==> config.mk <==
export PLATFORM = sky130hd
export DESIGN_NAME = com_stream_tx
export DESIGN_NICKNAME = d
export VERILOG_FILES = /design/src/rtl/com_pkg.sv /design/src/rtl/com_fifo.sv /design/src/rtl/com_stream_tx.sv
export SDC_FILE = /design/constraint.sdc
export NUM_CORES = 1
export LEC_CHECK = 0
export CAP_MARGIN = 40
export CORE_UTILIZATION = 40
export DETAILED_ROUTE_END_ITERATION = 10
export PLACE_DENSITY_LB_ADDON = 0.15
export SETUP_SLACK_MARGIN = 0.05
export SLEW_MARGIN = 20
export SYNTH_ARGS = -nofsm -noshare
export SYNTH_HDL_FRONTEND = slang
export SYNTH_HIERARCHICAL = 1
export SYNTH_SLANG_ARGS = --single-unit
==> constraint.sdc <==
create_clock -name clk -period 4.2 [get_ports clk]
set_input_delay 0.63 -clock clk [delete_from_list [all_inputs] [get_ports clk]]
set_output_delay 0.63 -clock clk [all_outputs]
set_load 0.02 [all_outputs]
==> src/rtl/com_pkg.sv <==
// Shared types and helpers for the processor-to-interpreter output link.
// The optional parity output is enabled by defining COM_PARITY_EN.
package com_pkg;

  typedef enum logic {
    IDLE  = 1'b0,
    SHIFT = 1'b1
  } com_state_t;

  // Widest chunk the parity helper accepts; narrower chunks are zero-extended.
  localparam int PAR_MAX_W = 64;

  // Even parity: 1 when the chunk holds an odd number of ones.
  function automatic logic even_parity(input logic [PAR_MAX_W-1:0] d);
    return ^d;
  endfunction

  // Elaboration-time configuration checks.
  function automatic bit is_pow2(input int n);
    return (n > 0) && ((n & (n - 1)) == 0);
  endfunction

  function automatic bit divides(input int w, input int c);
    return (c > 0) && ((w % c) == 0);
  endfunction

endpackage

==> src/rtl/com_fifo.sv <==
// Word FIFO for captured memory reads: registered count, naturally wrapping
// pointers, flush clears the control state.
module com_fifo
  import com_pkg::*;
#(
  parameter int W     = 32,
  parameter int DEPTH = 8
) (
  input  logic                   clk,
  input  logic                   reset,
  input  logic                   flush,
  input  logic                   push,
  input  logic                   pop,
  input  logic [W-1:0]           wdata,
  output logic [W-1:0]           rdata,
  output logic                   full,
  output logic                   empty,
  output logic [$clog2(DEPTH):0] count
);

  localparam int PTR_W = $clog2(DEPTH);
  localparam int CNT_W = PTR_W + 1;

  if (!is_pow2(DEPTH) || DEPTH < 2) begin : g_bad_depth
    $error("com_fifo: DEPTH must be a power of 2 and >= 2");
  end

  logic [W-1:0]     mem [DEPTH];
  logic [PTR_W-1:0] wr_ptr;
  logic [PTR_W-1:0] rd_ptr;
  logic             do_push;
  logic             do_pop;

  assign full    = (count == CNT_W'(DEPTH));
  assign empty   = (count == '0);
  assign do_push = push && !full && !flush;
  assign do_pop  = pop && !empty && !flush;
  assign rdata   = mem[rd_ptr];

  // Storage write; data is not reset, only the pointers give it meaning.
  always_ff @(posedge clk) begin
    if (do_push) mem[wr_ptr] <= wdata;
  end

  // Pointer and occupancy bookkeeping; flush outranks push and pop.
  always_ff @(posedge clk or negedge reset) begin
    if (!reset) begin
      wr_ptr <= '0;
      rd_ptr <= '0;
      count  <= '0;
    end else if (flush) begin
      wr_ptr <= '0;
      rd_ptr <= '0;
      count  <= '0;
    end else begin
      if (do_push) wr_ptr <= wr_ptr + PTR_W'(1);
      if (do_pop)  rd_ptr <= rd_ptr + PTR_W'(1);
      case ({do_push, do_pop})
        2'b10:   count <= count + CNT_W'(1);
        2'b01:   count <= count - CNT_W'(1);
        default: count <= count;
      endcase
    end
  end

endmodule

==> src/rtl/com_stream_tx.sv <==
// Processor-to-interpreter output link: captures flagged memory reads into a
// FIFO and serializes each word LSB chunk first over valid/ready.
// Define COM_PARITY_EN to add the out_parity output.
module com_stream_tx
  import com_pkg::*;
#(
  parameter int DATA_W = 32,
  parameter int OUT_W  = 8,
  parameter int DEPTH  = 8
) (
  input  logic              clk,
  input  logic              reset,
  input  logic              flush,
  input  logic              com,
  input  logic              mem_to_reg,
  input  logic [DATA_W-1:0] read_data,
  input  logic              out_ready,
  output logic              out_valid,
  output logic [OUT_W-1:0]  out_data,
  output logic              out_last,
  output logic              fifo_full,
  output logic              overflow,
  output logic              busy
`ifdef COM_PARITY_EN
  ,
  output logic              out_parity
`endif
);

  localparam int NCH   = DATA_W / OUT_W;
  localparam int IDX_W = (NCH > 1) ? $clog2(NCH) : 1;
  localparam int CNT_W = $clog2(DEPTH) + 1;
  localparam logic [IDX_W-1:0] IDX_LAST = IDX_W'(NCH - 1);

  if (!divides(DATA_W, OUT_W)) begin : g_bad_width
    $error("com_stream_tx: DATA_W must be a multiple of OUT_W");
  end

  com_state_t        state_p0;
  com_state_t        state_nx;
  logic [IDX_W-1:0]  idx_p0;
  logic [DATA_W-1:0] shreg_p0;
  logic              vld_p0;
  logic              at_last;
  logic              accept;
  logic              capture;
  logic              pop;
  logic              load;
  logic              shift;
  logic [DATA_W-1:0] fifo_rdata;
  logic              fifo_full_i;
  logic              fifo_empty;
  logic [CNT_W-1:0]  fifo_count;

  assign capture = com && mem_to_reg;
  assign vld_p0  = (state_p0 == SHIFT);
  assign at_last = (idx_p0 == IDX_LAST);
  assign accept  = vld_p0 && out_ready;

  // Push decision uses the registered full flag, so a same-cycle pop never
  // makes room for the capture.
  com_fifo #(
    .W     (DATA_W),
    .DEPTH (DEPTH)
  ) u_fifo (
    .clk   (clk),
    .reset (reset),
    .flush (flush),
    .push  (capture),
    .pop   (pop),
    .wdata (read_data),
    .rdata (fifo_rdata),
    .full  (fifo_full_i),
    .empty (fifo_empty),
    .count (fifo_count)
  );

  // Serializer next-state: load from the FIFO when idle or after the last
  // chunk is accepted (no bubble), otherwise shift one chunk per accept.
  always_comb begin
    state_nx = state_p0;
    pop      = 1'b0;
    load     = 1'b0;
    shift    = 1'b0;
    case (state_p0)
      IDLE: begin
        if (!fifo_empty) begin
          pop      = 1'b1;
          load     = 1'b1;
          state_nx = SHIFT;
        end
      end
      SHIFT: begin
        if (accept) begin
          if (!at_last) begin
            shift = 1'b1;
          end else if (!fifo_empty) begin
            pop  = 1'b1;
            load = 1'b1;
          end else begin
            state_nx = IDLE;
          end
        end
      end
      default: state_nx = IDLE;
    endcase
  end

  // Serializer control state; flush returns it to IDLE.
  always_ff @(posedge clk or negedge reset) begin
    if (!reset) begin
      state_p0 <= IDLE;
      idx_p0   <= '0;
    end else if (flush) begin
      state_p0 <= IDLE;
      idx_p0   <= '0;
    end else begin
      state_p0 <= state_nx;
      if (load)       idx_p0 <= '0;
      else if (shift) idx_p0 <= idx_p0 + IDX_W'(1);
    end
  end

  // Shift register datapath; contents only matter while in SHIFT.
  always_ff @(posedge clk) begin
    if (load)       shreg_p0 <= fifo_rdata;
    else if (shift) shreg_p0 <= shreg_p0 >> OUT_W;
  end

  // Sticky drop indicator, cleared only by reset or flush.
  always_ff @(posedge clk or negedge reset) begin
    if (!reset)                       overflow <= 1'b0;
    else if (flush)                   overflow <= 1'b0;
    else if (capture && fifo_full_i)  overflow <= 1'b1;
  end

  assign out_valid = vld_p0;
  assign out_data  = vld_p0 ? shreg_p0[OUT_W-1:0] : '0;
  assign out_last  = vld_p0 && at_last;
  assign fifo_full = fifo_full_i;
  assign busy      = (fifo_count != '0) || vld_p0;

`ifdef COM_PARITY_EN
  if (OUT_W > PAR_MAX_W) begin : g_bad_par
    $error("com_stream_tx: OUT_W too wide for the parity helper");
  end
  assign out_parity = vld_p0 && even_parity(PAR_MAX_W'(out_data));
`endif

endmodule

* After elaboration in Yosys (flattened, before gate mapping)
Memory sizes are Yosys's and may differ from the RTL's.
Index checks and enable logic that the tools add are counted.
** Operators by class
- Bitwise operators :: 1
- Mux-type cells :: 27
- $add $sub $neg :: 5
- Equality and inequality tests :: 4
- Reduce and logical (&&, ||, !) cells :: 20
** Operator list (number)
- 32-bit 2-to-1 mux :: 2
- 1-bit 2-to-1 mux :: 13
- 3-bit 2-to-1 mux :: 4
- 1-bit logical AND :: 8
- 8-bit 2-to-1 mux :: 1
- 4-bit one-hot mux with 2 select lines :: 1
- 2-bit nonzero test :: 4
- 3-bit by 1-bit adder with 3-bit output, second input constant :: 2
- 2-bit 2-to-1 mux :: 3
- 3-bit nonzero test :: 2
- 4-bit by 1-bit adder with 4-bit output, second input constant :: 1
- 2-bit == test, second input constant :: 2
- 4-bit == test, second input constant :: 1
- 4-bit zero test :: 1
- 4-bit 2-to-1 mux :: 1
- 1-bit one-hot mux with 2 select lines :: 2
- 4-bit nonzero test :: 1
- 4-bit by 1-bit subtractor with 4-bit output, second input constant :: 1
- 1-bit zero test :: 3
- 2-bit by 1-bit adder with 2-bit output, second input constant :: 1
- 2-bit by 1-bit == test with 1-bit output, second input constant :: 1
- 1-bit logical OR :: 1
- 1-bit inverter :: 1
** Word-level totals
- Memories kept :: 1
- Output and inout bits :: 13
- Bits of input ports :: 38
- Logic and storage cells :: 65
- Flip-flop bits (word level) :: 46
- Bits in writable memories :: 256
** Memories
- u_fifo.mem :: depth 8, width 32, rd ports 1, clocked after Yosys merged registers in 0, wr ports 1, RTL line com_fifo.sv:28 : logic [W-1:0] mem [DEPTH];

* Longest topological paths before layout
- Depth after elaboration :: 10
- Depth in mapped cells :: 12

* By module
Netlist, hierarchy kept.
** By module, submodules not included
- com_fifo :: sequential area each 7937.6 um^2, cells each 448, area each 10269.8 um^2, instances 1
- com_stream_tx :: sequential area each 1061.0 um^2, cells each 98, area each 1654.1 um^2, instances 1

* Least setup slack after synthesis
No wires, ideal clock.
- Path kind :: input to register
- Start :: in com
- End :: mem u_fifo.mem[0][0], enable pin
- Setup time :: 461 ps
- Setup slack :: 211 ps
- Stages on the path :: 5
- Data required time :: 3739 ps
- Arrival time :: 3528 ps
- Cell sequence :: and2_1 -> clkbuf_1 -> and3b_1 -> nand2b_1 -> nor3_1
** Between the ends
- Cells in the longest elaborated chain, start to end :: 5
** RTL lines
- start, declared :: RTL line com_stream_tx.sv:14 : input logic com,
- 1-bit logical AND :: RTL line com_stream_tx.sv:55 : assign capture = com && mem_to_reg;
- 1-bit logical AND (2 in a row) :: RTL line com_fifo.sv:36 : assign do_push = push && !full && !flush;
- 1-bit 2-to-1 mux :: RTL line com_fifo.sv:42 : if (do_push) mem[wr_ptr] <= wdata;
- 1-bit 2-to-1 mux (implied by the code) :: RTL line com_fifo.sv:42
- end, declared :: RTL line com_fifo.sv:28
Every way passes these cells.

* Worst setup path after layout
- Start :: reg u_fifo.count[1]
- End :: reg u_fifo.count[3]
** Between the ends
- Cells in the longest elaborated chain, start to end :: 10
- Elaborated cells between the ends (all ways) :: 19
- Those cells by class :: 2 x add/sub; 3 x eq/ne; 6 x mux; 8 x reduce/logical
** RTL lines
- start, declared :: RTL line com_fifo.sv:18 : output logic [$clog2(DEPTH):0] count
- start signal, assigned :: RTL line com_fifo.sv:59 : 2'b10: count <= count + CNT_W'(1);
- start signal, assigned :: RTL line com_fifo.sv:60 : 2'b01: count <= count - CNT_W'(1);
- start signal, assigned :: RTL line com_fifo.sv:61 : default: count <= count;
- 4-bit zero test :: RTL line com_fifo.sv:35 : assign empty = (count == '0);
- 1-bit 2-to-1 mux :: RTL line com_stream_tx.sv:87, com_stream_tx.sv:97
- 1-bit 2-to-1 mux :: RTL line com_stream_tx.sv:95 : if (!at_last) begin
- 1-bit 2-to-1 mux :: RTL line com_stream_tx.sv:94 : if (accept) begin
- 1-bit one-hot mux with 2 select lines :: RTL line com_stream_tx.sv:85 : case (state_p0)
- 1-bit logical AND (2 in a row) :: RTL line com_fifo.sv:37 : assign do_pop = pop && !empty && !flush;
- 2-bit by 1-bit == test with 1-bit output or 2-bit == test (tied branches) :: RTL line com_fifo.sv:58 : case ({do_push, do_pop})
- 4-bit one-hot mux with 2 select lines :: RTL line com_fifo.sv:58
- 4-bit 2-to-1 mux :: RTL line com_fifo.sv:51 : end else if (flush) begin
Several ways; a longest one is shown, not always the timed one.
A chain may end at the register's enable or synchronous reset.

==> flow_metrics.tcl <==
set metrics [dict create \
    outcome "finished, final reports clean" \
    routed-via-count 5431 \
    irDropWorstVdd_mv 0.410 \
    rrSetupSlack_ns 1.07 \
    cts.root.buffer_cell "sky130_fd_sc_hd__clkbuf_16" \
    worst-setup-path-type "register to register" \
    detail_route.vias_per_cell 5.26 \
    placement.io_buffers 50 \
    sw_frac_of_total_pct 24.7 \
    mappedNetlistArea_mm2 0.0119 \
    timing.hold.worst.start "overflow" \
    first_global_vias 5912 \
    intPower_mw 6.34 \
    postCtsHoldBufs 0 \
    rsz0062_at_grt "false" \
    worst_setup_path_start_kind "register" \
    gp_congestion 0.761 \
    crit_path_end_kind "register" \
    diodes 0 \
    grt_start_max_net_pins 38 \
    drc_violations 0 \
    cts.path.max_buffers 3 \
    finalHoldViolations 0 \
    num-fill-cells 2378 \
    core-area_mm2 0.0290 \
    crit_chain "or4b_1 -> a21oi_2 -> nor2b_1 -> ha_1 -> a21oi_1 -> nand2_1 -> or4b_1 -> o311ai_1" \
    p_seq_share_pct 45.5 \
    cts_resized 0 \
    syn-num-nets 590 \
    worst_hold_path_type "register to register" \
    critPathLaunch "u_fifo/count[1]" \
    numClockSinks 302 \
    global_route.usage.total_pct 15.8 \
    detail_route.wl_per_cell_um 22.3 \
    post_syn_instances 546 \
    critPathSlowestCell "sky130_fd_sc_hd__or4b_1" \
    report.final.setup_viol 0 \
    design.die.area_mm2 0.0305 \
    clock_power_share_pct 34.6 \
    tritoncts "done" \
    chipHeight_um 175 \
    critPathCapture "u_fifo/count[3]" \
    htree_num_levels 2 \
    path_clk_slew_ns 0.05 \
    detail_route.first_pass.iterations 4 \
    cap_viol_max_count 0 \
    antenna_found_initial 0 \
    area_growth_pct 18.9 \
    post-route-min-period_ns 3.13 \
    final.hold.worst_slack_ns 0.491 \
    relSlewSlack_pct 52.9 \
    initial_utilization_pct 41.1 \
    power-per-cell-area_mw_per_mm2 594 \
    final.period_utilization_pct 74.6 \
    drive_above_1_share_pct 30.7 \
    required_ns 4.60 \
    rows 62 \
    drt_first_iter_violations 245 \
    cpPeakStageDelay_ns 0.71 \
    antenna_left 0 \
    ys_seq_area_share_pct 75.5 \
    boundary_pin_count 51 \
    reg2reg_from "u_fifo/count[1]" \
    die_extent_in_x_um 175 \
    ys_seq_elements 302 \
    routed_wl_um 23100 \
    total_switching_power_mw 2.08 \
    total_global_routing_overflow 0 \
    critical_path.reg2reg.endpoint "u_fifo/count[3]" \
    critical_path.max_fanout 9 \
    tightest_slew_ns 0.699 \
    nNetsFinal 667 \
    tritoncts.num_buffers 34 \
    synth_cell_types 36 \
    dp_hpwl_um 13200 \
    timing.reg2reg.worst_path_depth 8 \
    timing.fmax_mhz 319 \
    worst_path_most_repeated_cell "sky130_fd_sc_hd__or4b_1" \
    yosys_warnings 6 \
    static-leakage-power_nw 4.54 \
    power_frac_comb_pct 19.9 \
    post_cts_buffers 0 \
    cp_data_arrival_time_ns 3.53 \
    synthesis.area_per_instance_um2 21.8 \
    slew_viol_final 0 \
    fin_worst_skew_ns 0.0147 \
    clock_latency_ns 0.51 \
    wire_length_of_the_first_global_routing_pass_um 35600 \
    totalNegativeSetupSlack_ns 0 \
]
-- state kept, by name (all words and copies together) (netlist names) --
signal	count
u_fifo/mem	256
shreg_p0	32
u_fifo/count	4
u_fifo/rd_ptr	3
u_fifo/wr_ptr	3
idx_p0	2
out_valid	1
overflow	1
-- power by group through the flow --
stage / combinational (mW) / sequential (mW) / clock, mW
finish: 1.68 / 3.83 / 2.91
global route: 1.81 / 3.86 / 3.10
CTS: 1.72 / 3.84 / 2.99
detailed placement: 1.71 / 3.90 / 0
global placement: 1.68 / 3.89 / 0
floorplan: 1.26 / 3.84 / 0
-- synthesized netlist by cell type --
library cell / instances / area (µm²)
sky130_fd_sc_hd__a21boi_2: 1 / 11.3
sky130_fd_sc_hd__inv_1: 2 / 7.51
sky130_fd_sc_hd__or4b_1: 2 / 20.0
sky130_fd_sc_hd__and3b_1: 1 / 8.76
sky130_fd_sc_hd__o311ai_1: 1 / 8.76
sky130_fd_sc_hd__a21oi_2: 1 / 8.76
sky130_fd_sc_hd__mux4_2: 64 / 1440
sky130_fd_sc_hd__buf_2: 7 / 35.0
sky130_fd_sc_hd__nor4_1: 1 / 6.26
sky130_fd_sc_hd__nor2_1: 19 / 71.3
sky130_fd_sc_hd__nand3b_1: 1 / 7.51
sky130_fd_sc_hd__ha_1: 5 / 62.6
sky130_fd_sc_hd__nand2_1: 6 / 22.5
sky130_fd_sc_hd__fa_1: 1 / 20.0
sky130_fd_sc_hd__o311a_1: 1 / 10.0
sky130_fd_sc_hd__o41ai_2: 1 / 16.3
sky130_fd_sc_hd__mux2_4: 19 / 285
sky130_fd_sc_hd__xnor2_1: 3 / 26.3
sky130_fd_sc_hd__nor3_1: 6 / 30.0
sky130_fd_sc_hd__edfxtp_1: 288 / 8650
sky130_fd_sc_hd__o21ai_0: 1 / 5.00
sky130_fd_sc_hd__buf_1: 1 / 3.75
sky130_fd_sc_hd__nor2b_1: 2 / 12.5
sky130_fd_sc_hd__dfrtp_1: 14 / 350
sky130_fd_sc_hd__nand3_1: 4 / 20.0
sky130_fd_sc_hd__buf_6: 3 / 33.8
sky130_fd_sc_hd__a21oi_1: 4 / 20.0
sky130_fd_sc_hd__nand2b_1: 4 / 25.0
sky130_fd_sc_hd__a211oi_1: 3 / 22.5
sky130_fd_sc_hd__mux2i_1: 5 / 50.1
sky130_fd_sc_hd__and2_1: 18 / 113
sky130_fd_sc_hd__mux2_2: 37 / 417
sky130_fd_sc_hd__xor2_1: 4 / 35.0
sky130_fd_sc_hd__nor2_4: 1 / 11.3
sky130_fd_sc_hd__clkbuf_2: 1 / 5.00
sky130_fd_sc_hd__clkbuf_1: 14 / 52.6
-- logic make-up (layout without fill, tap and decap cells) --
kind of cell | count (synthesis) | count (layout) | share of synthesized area, %
multiplexers | 125 | 125 | 18.4
AND/OR/NAND/NOR | 65 | 65 | 2.92
flip-flops | 302 | 302 | 75.5
XOR/XNOR | 7 | 7 | 0.514
adder cells (fa/ha/maj) | 6 | 6 | 0.693
AO/OA/AOI/OAI | 13 | 13 | 0.860
buffers and inverters | 28 | 130 | 1.15
-- placed cells by master, fill, tap and decap left out, types with 2 or more instances in the layout --
| cell | Yosys | layout |
|---|---|---|
| sky130_fd_sc_hd__and2_1 | 18 | 18 |
| sky130_fd_sc_hd__buf_12 | 0 | 6 |
| sky130_fd_sc_hd__clkinvlp_4 | 0 | 2 |
| sky130_fd_sc_hd__ha_1 | 5 | 5 |
| sky130_fd_sc_hd__clkinv_2 | 0 | 5 |
| sky130_fd_sc_hd__edfxtp_1 | 288 | 288 |
| sky130_fd_sc_hd__a211oi_1 | 3 | 3 |
| sky130_fd_sc_hd__nor3_1 | 6 | 4 |
| sky130_fd_sc_hd__xnor2_1 | 3 | 3 |
| sky130_fd_sc_hd__nand2b_1 | 4 | 4 |
| sky130_fd_sc_hd__bufinv_16 | 0 | 3 |
| sky130_fd_sc_hd__nor2_4 | 1 | 7 |
| sky130_fd_sc_hd__nor3_2 | 0 | 2 |
| sky130_fd_sc_hd__clkdlybuf4s50_1 | 0 | 50 |
| sky130_fd_sc_hd__nand2_1 | 6 | 6 |
| sky130_fd_sc_hd__xor2_1 | 4 | 4 |
| sky130_fd_sc_hd__clkinv_1 | 0 | 6 |
| sky130_fd_sc_hd__nor2b_1 | 2 | 2 |
| sky130_fd_sc_hd__a21oi_1 | 4 | 4 |
| sky130_fd_sc_hd__or4b_1 | 2 | 2 |
| sky130_fd_sc_hd__buf_4 | 0 | 10 |
| sky130_fd_sc_hd__mux2_4 | 19 | 19 |
| sky130_fd_sc_hd__mux2_2 | 37 | 37 |
| sky130_fd_sc_hd__nor2_1 | 19 | 13 |
| sky130_fd_sc_hd__dfrtp_1 | 14 | 12 |
| sky130_fd_sc_hd__clkbuf_1 | 14 | 8 |
| sky130_fd_sc_hd__mux4_2 | 64 | 64 |
| sky130_fd_sc_hd__inv_1 | 2 | 2 |
| sky130_fd_sc_hd__nand3_1 | 4 | 4 |
| sky130_fd_sc_hd__mux2i_1 | 5 | 5 |
| sky130_fd_sc_hd__clkbuf_16 | 0 | 37 |
-- metal layers --
layer	part of all wire [%]	track usage (%)	routed length, µm	vias up
met1	45	21.0	10300	2889
met4	2.3	5.29	539	0
li1	-	-	-	2402
met5	0	0	0	-
met2	50	26.5	11500	99
met3	3.1	2.65	717	41
-- final cells by class --
cell class	count	area (µm²)	share of cell area, %
Tap cell	384	480	3.39
Clock inverter	16	153	1.08
Sequential cell	302	9000	63.5
Clock buffer	45	956	6.74
Timing Repair Buffer	67	723	5.10
Multi-Input combinational cell	216	2850	20.1
Inverter	2	7.51	0.0530
-- worst min-delay path by stage --
stage,to,depth (start not counted)
floorplan,idx_p0[0],0
global placement,overflow,2
detailed placement,overflow,2
CTS,overflow,2
global route,overflow,2
finish,overflow,2
-- critical path: cells and delay by family, from the launching register on --
kind / cells / cell delay (ns)
and+or+nand+nor: 4 / 1.63
AOI/OAI and AO/OA: 3 / 0.57
DFF: 1 / 0.49
adders and majority gates: 1 / 0.33
-- stage by stage --
stage | instances | utilization [%] | power (mW) | instance area, µm² | setup slack, ns
2_1_floorplan | 546 | - | 5.10 | 11900 | 0.211
3_3_place_gp | 970 | 45.0 | 5.57 | 13000 | 0.924
3_5_place_dp | 970 | 45.0 | 5.61 | 13000 | 0.844
4_1_cts | 1031 | 48.8 | 8.54 | 14100 | 1.09
5_1_grt | 1032 | 48.9 | 8.77 | 14200 | 0.832
6_report | 1032 | 48.9 | 8.42 | 14200 | 1.07
(Power assumes the default switching activity.)
